[src/rtl/sysid_chk_timer.sv]
// Per-access watchdog counter. terminal flags the cycle whose increment makes
// the count reach LIMIT.
module sysid_chk_timer #(
  parameter int LIMIT = 255,
  localparam int W = $clog2(LIMIT + 1)
) (
  input  logic         clock,
  input  logic         reset_n,
  input  logic         clear,
  input  logic         enable,
  output logic [W-1:0] count,
  output logic         terminal
);

  always_ff @(posedge clock) begin
    if (!reset_n || clear) begin
      count <= '0;
    end else if (enable) begin
      count <= count + 1'b1;
    end
  end

  assign terminal = enable && (count == W'(LIMIT - 1));

endmodule

[config.mk]
export PLATFORM = sky130hd
export DESIGN_NAME = sysid_chk_timer
export DESIGN_NICKNAME = d
export VERILOG_FILES = /design/src/rtl/sysid_chk_timer.sv
export SDC_FILE = /design/constraint.sdc
export NUM_CORES = 1
export LEC_CHECK = 0
export ABC_CLOCK_PERIOD_IN_PS = 1750
export BUFFER_PORTS_ARGS = -buffer_cell sky130_fd_sc_hd__buf_4
export CORE_AREA = 3 3 40 42
export CTS_CLUSTER_SIZE = 20
export DETAILED_ROUTE_END_ITERATION = 16
export DIE_AREA = 0 0 43 45
export SYNTH_ARGS = -nofsm -noshare
export SYNTH_HDL_FRONTEND = slang
export SYNTH_SLANG_ARGS = --single-unit
[constraint.sdc]
create_clock -name clock -period 1.75 [get_ports clock]
set_clock_uncertainty 0.15 [all_clocks]
set_input_delay 0.0875 -clock clock [delete_from_list [all_inputs] [get_ports clock]]
set_output_delay 0.0875 -clock clock [all_outputs]
set_load 0.05 [all_outputs]
* Word level (Yosys, flattened, before mapping) *
Cells that the tools add are included.
Widths: inputs -> output; s select.

cells by class
  reduce and logical (&&, ||, !) cells = 3
  eq/ne operators = 1
  add/subtract/negate cells = 1

operators by type and width
  operator             number
  $add 8x1->8 const B  1
  $eq 8x8->1 const B   1
  $logic_and 1x1->1    1
  $logic_not 1->1      1
  $logic_or 1x1->1     1

storage, ports and cells
  output and inout port bits = 9
  word-level logic and storage cells = 6
  register bits = 8
  input port bits = 4

* Longest topological paths before layout *
Gate-level depths: netlist of run 1.

  depth in word-level cells = 2
  depth in mapped cells = 4
  gate-level depth less buffers = 4

* Worst setup path after synthesis of run 1 *
OpenSTA, ideal clock, no wires.

  path type = reg2out
  from = register count[1]
  to = output terminal
  required time = 1.512 ns
  arrival time = 1.689 ns
  slack = -0.176 ns
  stages on the path, launching flop included = 4
  buffers on the path = 0
  cell sequence = dfxtp_1 > ha_1 > nand4_1 > nor2_1

on the way
  longest elaborated chain between the ends = 2

RTL lines
  element                   RTL line  RTL
  start: declaration        11        output logic [W-1:0] count,
  start signal: assignment  19        count <= count + 1'b1;
  $eq 8x8->1                23        assign terminal = enable && (count == W'(LIMIT - 1));
  $logic_and 1x1->1         23
  end: declaration          12        output logic terminal

No other way between the ends.

* Final worst setup path of run 1 *
  from = register count[0]
  to = output terminal

Same word-level chain as after synthesis.

==> flow_metrics.env, run 1 <==
export IMPL_status="complete, no violations"
export IMPL_worst_path_max_fanout=5
export IMPL_gp_congestion=0.722
export IMPL_synth_fp_nets=48
export IMPL_clk_latency_ns=0.25
export IMPL_slew_headroom_pct=79.7
export IMPL_hold_viol=0
export IMPL_grt_remaining_overflow=0
export IMPL_antenna_found_initial=0
export IMPL_finalSetupTns_ns=0
export IMPL_synth_cells=42
export IMPL_die_h_um=45
export IMPL_wl_met2_um=309
export IMPL_fin_crit_sh_pct=84.6
export IMPL_setup_slack_ns=0.269
export IMPL_layout_commonest_cell="buf_4"
export IMPL_num_io_pins=13
export IMPL_drt_first_pass_iters=4
export IMPL_fin_crit_ns=1.48
export IMPL_cts_repair_resized=0
export IMPL_rsz0062_at_grt="false"
export IMPL_synthTopCellsByArea="dfxtp_1 43%, xor2_1 7.1%, ha_1 6.8%, nor2_1 6.1%, nand4_1 5.1%"
export IMPL_path_class="flop to primary output"
export IMPL_grt_max_degree=9
export IMPL_ys_seq_area_share_pct=43.4
export IMPL_post_cts_buffers=0
export IMPL_p_per_area_nw_per_um2=709
export IMPL_wire_per_inst_um=10.8
export IMPL_ys_types=17
export IMPL_postSynthAreaPerCell_sq_um=8.79
export IMPL_dp_final_hpwl_um=571
export IMPL_die_w_um=43
export IMPL_antennaDiodeCount=0
export IMPL_cp_arrival_ns=1.24
export IMPL_final_layout_size_suffix_gt1_share_pct=30.4
export IMPL_instances_no_fill=71
export IMPL_final_cell_mix="12 x buf_4, 8 x dfxtp_1, 5 x nor2_1"
export IMPL_synth_top_cell_area_share_pct=43.4
export IMPL_grt_use_total_pct=8.67
export IMPL_cts_buffers=3
export IMPL_p_leak_nw=0.207
export IMPL_post_place_cells=67
export IMPL_cts_max_level=1
export IMPL_critPathLaunchType="flop"
export IMPL_syn_area_sq_um=369
export IMPL_grt_pass1_vias=283
export IMPL_wl_met3_um=60
export IMPL_synth_seq_cells=8
export IMPL_num_rows=13
export IMPL_wl_um=769
export IMPL_largest_reg_flops=8
export IMPL_crit_required_ns=1.51
export IMPL_start_util_pct=28.7
export IMPL_grt_pass1_wl_mm=1.19
export IMPL_drt_iter0_markers=4
export IMPL_reg_top3="count (8)"
export IMPL_clk_root_buffer_cell="clkbuf_4"
export IMPL_dr_max_layer_used="met3"
export IMPL_top_register="count"
export IMPL_endpoint_kind="primary output"
export IMPL_vias=325
export IMPL_path_clk_slew_ns=0.05
export IMPL_area_growth_pct=35.9
export IMPL_cts_max_path_buffers=2
export IMPL_setup_viol=0
export IMPL_dieArea_sq_um=1940
export IMPL_tightest_slew_ns=0.304
export IMPL_holdCritPathClass="input pin to flop"
export IMPL_dpl_cell_area_sq_um=469
export IMPL_via_per_inst=4.58
export IMPL_final_nets=64
export IMPL_place_ws_ns=0.365
export IMPL_cts_sinks=8
export IMPL_yosys_warnings=0
export IMPL_cts_tree="yes"
export IMPL_ir_drop_uv=293
export IMPL_maxCapViolCount=0
export IMPL_drc=0
export IMPL_yosysTopAreaCell="dfxtp_1"
export IMPL_drv_slew=0
export IMPL_port_buffers=12
export IMPL_routedLengthMet1_um=399
export IMPL_final_area_sq_um=502
export IMPL_fin_util_pct=39.0
export IMPL_critical_path_cell_chain="inv_1, ha_1, nand4_1, nor2_2, buf_4"
export IMPL_core_area_sq_um=1280
export IMPL_critPathMaxStageDelay_ns=0.42
export IMPL_critical_path_slowest_cell="dfxtp_1"
export IMPL_ant_nets=0
export IMPL_fmax_mhz=675
-- cells by family (layout without fill, tap and decap cells) --
logic type / Yosys count / after routing / share of synthesized area (%)
DFF: 8 / 8 / 43.4
AOI/OAI and AO/OA: 7 / 7 / 10.2
and+or+nand+nor: 18 / 18 / 26.1
xor gates and xnor gates: 4 / 4 / 9.49
adders and majority gates: 2 / 2 / 6.78
buffers and inverters: 3 / 17 / 4.07
-- what timing repair did --
item,CTS,global route
hold buffers,1,0
setup endpoints to repair,0,0
hold endpoints to repair,1,0
-- power breakdown --
| group | leakage (nW) | internal [mW] | switching (mW) |
|---|---|---|---|
| Clock | 0.0138 | 0.0782 | 0.0587 |
| Sequential | 0.0647 | 0.185 | 0.00335 |
| Combinational | 0.128 | 0.0128 | 0.0179 |
-- critical path: cells and delay by family, from the launching register on --
kind / cells / cell delay (ns)
DFF: 1 / 0.42
buffers and inverters: 2 / 0.25
adders and majority gates: 1 / 0.19
and+or+nand+nor: 2 / 0.14
-- routing by layer --
metal  track usage, %  vias up
li1                 -      176
met1             11.1      135
met2             11.7       14
met3             6.37        0
met4             1.81        0
met5                0        -
-- worst paths after layout --
| check | from | to | slack [ns] | depth (start not counted) |
|---|---|---|---|---|
| max | count[0] | terminal | 0.27 | 5 |
| min reg2reg | count[6] | count[6] | 0.36 | 2 |
| max reg2reg | count[0] | count[6] | 0.35 | 4 |
| min | reset_n | count[3] | 0.11 | 3 |
-- cell type report --
class,instances,area (sq um)
clock buffer,3,22.5
fill,136,783
inverter,1,3.75
multi-input combinational,31,196
sequential,8,160
tap,15,18.8
timing repair buffer,13,100
-- synth_stat cells --
cell type / count
nand2_1: 2
nor2_1: 6
inv_1: 1
o21ai_0: 3
nand3_1: 2
buf_4: 1
a211oi_1: 1
xor2_1: 3
xnor2_1: 1
nand4_1: 3
clkbuf_1: 1
nand2b_1: 1
or3_1: 3
ha_1: 2
a21oi_1: 3
nand4_2: 1
dfxtp_1: 8
-- through the flow --
step,total power [mW],hold WS (ns)
finish,0.356,0.113
global route,0.375,0.143
CTS,0.367,0.128
detailed placement,0.221,0.202
global placement,0.220,0.204
floorplan,0.211,0.177
Note: power is estimated with default switching activity, not from simulation.
==> run 2: changes to the inputs <==
ABC_CLOCK_PERIOD_IN_PS = 1500   (was 1750)
clock period = 1.5 ns   (was 1.75 ns; I/O delays follow)
==> flow_metrics.env, run 2 (synthesis results as in run 1) <==
export IMPL_status="complete, no violations"
export IMPL_reg_top3="count (8)"
export IMPL_port_buffers=12
export IMPL_antenna_found_initial=0
export IMPL_fin_crit_ns=1.42
export IMPL_cts_max_level=1
export IMPL_dpl_cell_area_sq_um=483
export IMPL_dieArea_sq_um=1940
export IMPL_endpoint_kind="primary output"
export IMPL_ant_nets=0
export IMPL_vias=359
export IMPL_worst_path_max_fanout=8
export IMPL_fmax_mhz=704
export IMPL_drt_first_pass_iters=4
export IMPL_grt_pass1_vias=308
export IMPL_r2r_slack_ns=0.09
export IMPL_area_growth_pct=53.6
export IMPL_cts_max_path_buffers=2
export IMPL_grt_remaining_overflow=0
export IMPL_r2r_end="count[7]"
export IMPL_critPathMaxStageDelay_ns=0.54
export IMPL_ir_drop_uv=399
export IMPL_start_util_pct=28.7
export IMPL_setup_slack_ns=0.0797
export IMPL_setup_viol=0
export IMPL_num_io_pins=13
export IMPL_die_h_um=45
export IMPL_tightest_slew_ns=0.332
export IMPL_place_ws_ns=0.169
export IMPL_via_per_inst=4.85
export IMPL_path_clk_slew_ns=0.05
export IMPL_path_depth=5
export IMPL_drt_iter0_markers=4
export IMPL_largest_reg_flops=8
export IMPL_p_leak_nw=0.230
export IMPL_top_register="count"
export IMPL_final_area_sq_um=567
export IMPL_grt_max_degree=9
export IMPL_drv_slew=0
export IMPL_num_rows=13
export IMPL_clk_root_buffer_cell="clkbuf_4"
export IMPL_cp_arrival_ns=1.20
export IMPL_critical_path_cell_chain="dlygate4sd3_1, buf_6, nand4_1, nor2_4, buf_8"
export IMPL_critPathLaunchType="input pin"
export IMPL_critical_path_buf_inv_count=3
export IMPL_clk_latency_ns=0.25
export IMPL_antennaDiodeCount=0
export IMPL_gp_congestion=0.680
export IMPL_final_layout_size_suffix_gt1_share_pct=49.2
export IMPL_crit_reg2reg_launch="count[0]"
export IMPL_path_class="input pin to primary output"
export IMPL_p_per_area_nw_per_um2=749
export IMPL_final_nets=67
export IMPL_wl_um=853
export IMPL_crit_required_ns=1.27
export IMPL_wire_per_inst_um=11.5
export IMPL_final_cell_mix="13 x buf_4, 5 x nor2_1, 5 x dfxtp_2"
export IMPL_post_place_cells=67
export IMPL_cts_buffers=3
export IMPL_crit_start="enable"
export IMPL_reg2reg_depth=5
export IMPL_cp_endpoint="terminal"
export IMPL_drc=0
export IMPL_finalSetupTns_ns=0
export IMPL_die_w_um=43
export IMPL_cts_sinks=8
export IMPL_rsz0062_at_grt="false"
export IMPL_instances_no_fill=74
export IMPL_hold_viol=0
export IMPL_critical_path_slowest_cell="dlygate4sd3_1"
export IMPL_core_area_sq_um=1280
export IMPL_fin_crit_sh_pct=94.7
export IMPL_dp_final_hpwl_um=594
export IMPL_total_power_mw=0.425
export IMPL_cpLargestDelayFamily="buffers and inverters"
export IMPL_holdCritPathClass="input pin to flop"
export IMPL_maxCapViolCount=0
export IMPL_layout_commonest_cell="buf_4"
export IMPL_grt_use_total_pct=9.27
export IMPL_slew_headroom_pct=77.9
export IMPL_cts_tree="yes"
export IMPL_grt_pass1_wl_mm=1.32
run 2: changes by cell type in the layout (fill, tap and decap cells not counted), sizes merged:
cell  previous run  this run
buf             12        15
run 2: repair_timing:
action	in CTS	in global routing
setup buffers	0	3
endpoints found under the hold margin	1	0
endpoints found under the setup margin	0	1
hold buffers	1	0
gates resized for setup	0	8
run 2: metrics by stage:
| stage | hold slack [ns] | util (%) |
|---|---|---|
| floorplan | 0.157 | - |
| global placement | 0.187 | 37.6 |
| detailed placement | 0.193 | 37.6 |
| CTS | 0.135 | 40.1 |
| global route | 0.181 | 44.1 |
| finish | 0.119 | 44.1 |
run 2: report_power, final:
group          total (mW)  switching [mW]  internal [mW]
Clock               0.161          0.0700         0.0913
Sequential          0.217         0.00341          0.214
Combinational      0.0465          0.0245         0.0220
Total               0.425          0.0979          0.327
run 2: worst min-delay path by stage:
stage | slack (ns) | start | to | depth (start not counted)
finish | 0.12 | reset_n | count[2] | 3
global route | 0.18 | reset_n | count[5] | 3
CTS | 0.13 | reset_n | count[2] | 3
detailed placement | 0.19 | enable | count[1] | 2
global placement | 0.19 | enable | count[1] | 2
floorplan | 0.16 | enable | count[1] | 2
run 2: final cells by class:
cell class / count / area (sq um)
Fill cell: 119 / 718
Multi-Input combinational cell: 31 / 214
Sequential cell: 8 / 174
Timing Repair Buffer: 16 / 134
Clock buffer: 3 / 22.5
Tap cell: 15 / 18.8
Inverter: 1 / 3.75
run 2: worst min-delay path: stages:
cell and delay [ns]:
buf_4 0.07, nand2b_1 0.19, nor2_1 0.15
run 2: metal layers:
layer	track usage, %	vias up	routed length (um)
met1	10.4	161	344
li1	-	182	-
met5	0	-	0
met2	15.3	16	414
met4	1.81	0	0
met3	5.58	0	95
==> run 3: changes to the inputs <==
--- a/constraint.sdc
+++ b/constraint.sdc
@@ -3,3 +3,3 @@
 set_input_delay 0.075 -clock clock [delete_from_list [all_inputs] [get_ports clock]]
 set_output_delay 0.075 -clock clock [all_outputs]
-set_load 0.05 [all_outputs]
+set_load 0.1 [all_outputs]
==> flow_metrics.env, run 3 (synthesis results as in run 1) <==
export IMPL_final_cell_mix="13 x buf_4, 8 x dfxtp_4, 5 x nor2_1"
export IMPL_critical_path_slowest_cell="dlygate4sd3_1"
export IMPL_start_util_pct=28.7
export IMPL_hold_path_endpoint="count[6]"
export IMPL_vias=359
export IMPL_fin_crit_sh_pct=98.5
export IMPL_path_clk_slew_ns=0.06
export IMPL_clk_latency_ns=0.25
export IMPL_cpLargestDelayFamily="buffers and inverters"
export IMPL_drv_slew=0
export IMPL_antennaDiodeCount=0
export IMPL_grt_pass1_wl_mm=1.43
export IMPL_hold_viol=0
export IMPL_instances_no_fill=73
export IMPL_wl_um=813
export IMPL_layout_commonest_cell="buf_4"
export IMPL_reg_top3="count (8)"
export IMPL_finalSetupTns_ns=0
export IMPL_ant_nets=0
export IMPL_num_io_pins=13
export IMPL_gp_congestion=0.667
export IMPL_critPathLaunchType="input pin"
export IMPL_setup_slack_ns=0.0222
export IMPL_area_growth_pct=58.6
export IMPL_port_buffers=12
export IMPL_total_power_mw=0.426
export IMPL_grt_max_degree=9
export IMPL_place_ws_ns=0.146
export IMPL_clk_root_buffer_cell="clkbuf_4"
export IMPL_critical_path_cell_chain="dlygate4sd3_1, buf_4, nand4_1, nor2_4, buf_12"
export IMPL_cp_arrival_ns=1.25
export IMPL_ir_drop_uv=486
export IMPL_crit_reg2reg_launch="count[0]"
export IMPL_antenna_found_initial=0
export IMPL_rsz0062_at_grt="true"
export IMPL_crit_required_ns=1.27
export IMPL_drc=0
export IMPL_critPathMaxStageDelay_ns=0.52
export IMPL_dieArea_sq_um=1940
export IMPL_r2r_slack_ns=0.07
export IMPL_maxCapViolCount=0
export IMPL_fill_cells=127
export IMPL_dpl_cell_area_sq_um=517
export IMPL_slew_headroom_pct=76.4
export IMPL_endpoint_kind="primary output"
export IMPL_r2r_end="count[6]"
export IMPL_p_leak_nw=0.225
export IMPL_grt_remaining_overflow=0
export IMPL_wire_per_inst_um=11.1
export IMPL_timing_hold_ws_ns=0.120
export IMPL_cts_max_level=1
export IMPL_holdCritPathClass="input pin to flop"
export IMPL_final_nets=66
export IMPL_grt_use_total_pct=10.3
export IMPL_path_depth=5
export IMPL_setup_viol=0
export IMPL_num_rows=13
export IMPL_largest_reg_flops=8
export IMPL_dp_final_hpwl_um=561
export IMPL_drt_first_pass_iters=1
export IMPL_fin_util_pct=45.6
export IMPL_post_place_cells=67
export IMPL_critical_path_buf_inv_count=3
export IMPL_tightest_slew_ns=0.355
export IMPL_final_layout_size_suffix_gt1_share_pct=53.4
export IMPL_core_area_sq_um=1280
export IMPL_final_area_sq_um=586
export IMPL_cts_max_path_buffers=2
export IMPL_drt_iter0_markers=0
export IMPL_die_h_um=45
export IMPL_reg2reg_depth=5
export IMPL_min_path_cells=3
export IMPL_path_class="input pin to primary output"
export IMPL_top_register="count"
export IMPL_fmax_mhz=677
export IMPL_grt_pass1_vias=331
export IMPL_worst_path_max_fanout=8
export IMPL_status="complete, no violations"
export IMPL_via_per_inst=4.92
export IMPL_fin_crit_ns=1.48
export IMPL_p_per_area_nw_per_um2=727
export IMPL_cts_tree="yes"
export IMPL_die_w_um=43
export IMPL_hp_start="reset_n"
export IMPL_cts_sinks=8
export IMPL_cts_buffers=3
-- run 3: what timing repair did --
action	4_1_cts	5_1_grt
hold endpoints to repair	2	0
hold buffers	1	0
buffers inserted	0	2
resized for setup	4	3
endpoints found under the setup margin	1	1
pin swaps	1	3
-- run 3: metal layers --
layer	global-route usage (%)	wire length, um	up-vias
met5	0	0	-
met4	1.81	4	0
met3	8.37	82	2
met2	17.1	388	13
met1	10.2	337	163
li1	-	-	181
-- run 3: worst max-delay path by stage --
stage | end | from | slack, ns
floorplan | terminal | count[1] | -0.11
global placement | terminal | count[0] | 0.16
detailed placement | terminal | count[0] | 0.15
CTS | terminal | count[0] | 0.005
global route | terminal | count[0] | -0.02
finish | terminal | enable | 0.02
-- run 3: final cells by class --
cell class	instances	area [sq um]	area share, %
clock buffers	3	22.5	3.85
inverters	1	6.26	1.07
multi-input cells	31	220	37.6
flip-flops and latches	8	190	32.5
well taps	15	18.8	3.21
repair buffers	15	128	21.8
-- run 3: power breakdown --
group / switching, mW / total [mW] / internal [mW]
clock: 0.0744 / 0.166 / 0.0916
combinational: 0.0332 / 0.0529 / 0.0197
sequential: 0.00438 / 0.207 / 0.203
total: 0.112 / 0.426 / 0.314
-- run 3: worst reg2reg max path, stage by stage (launching register included) --
cell and delay, ns:
dfxtp_4 0.37, buf_4 0.12, ha_2 0.18, nand3_1 0.09, or3_1 0.33, a21oi_2 0.13
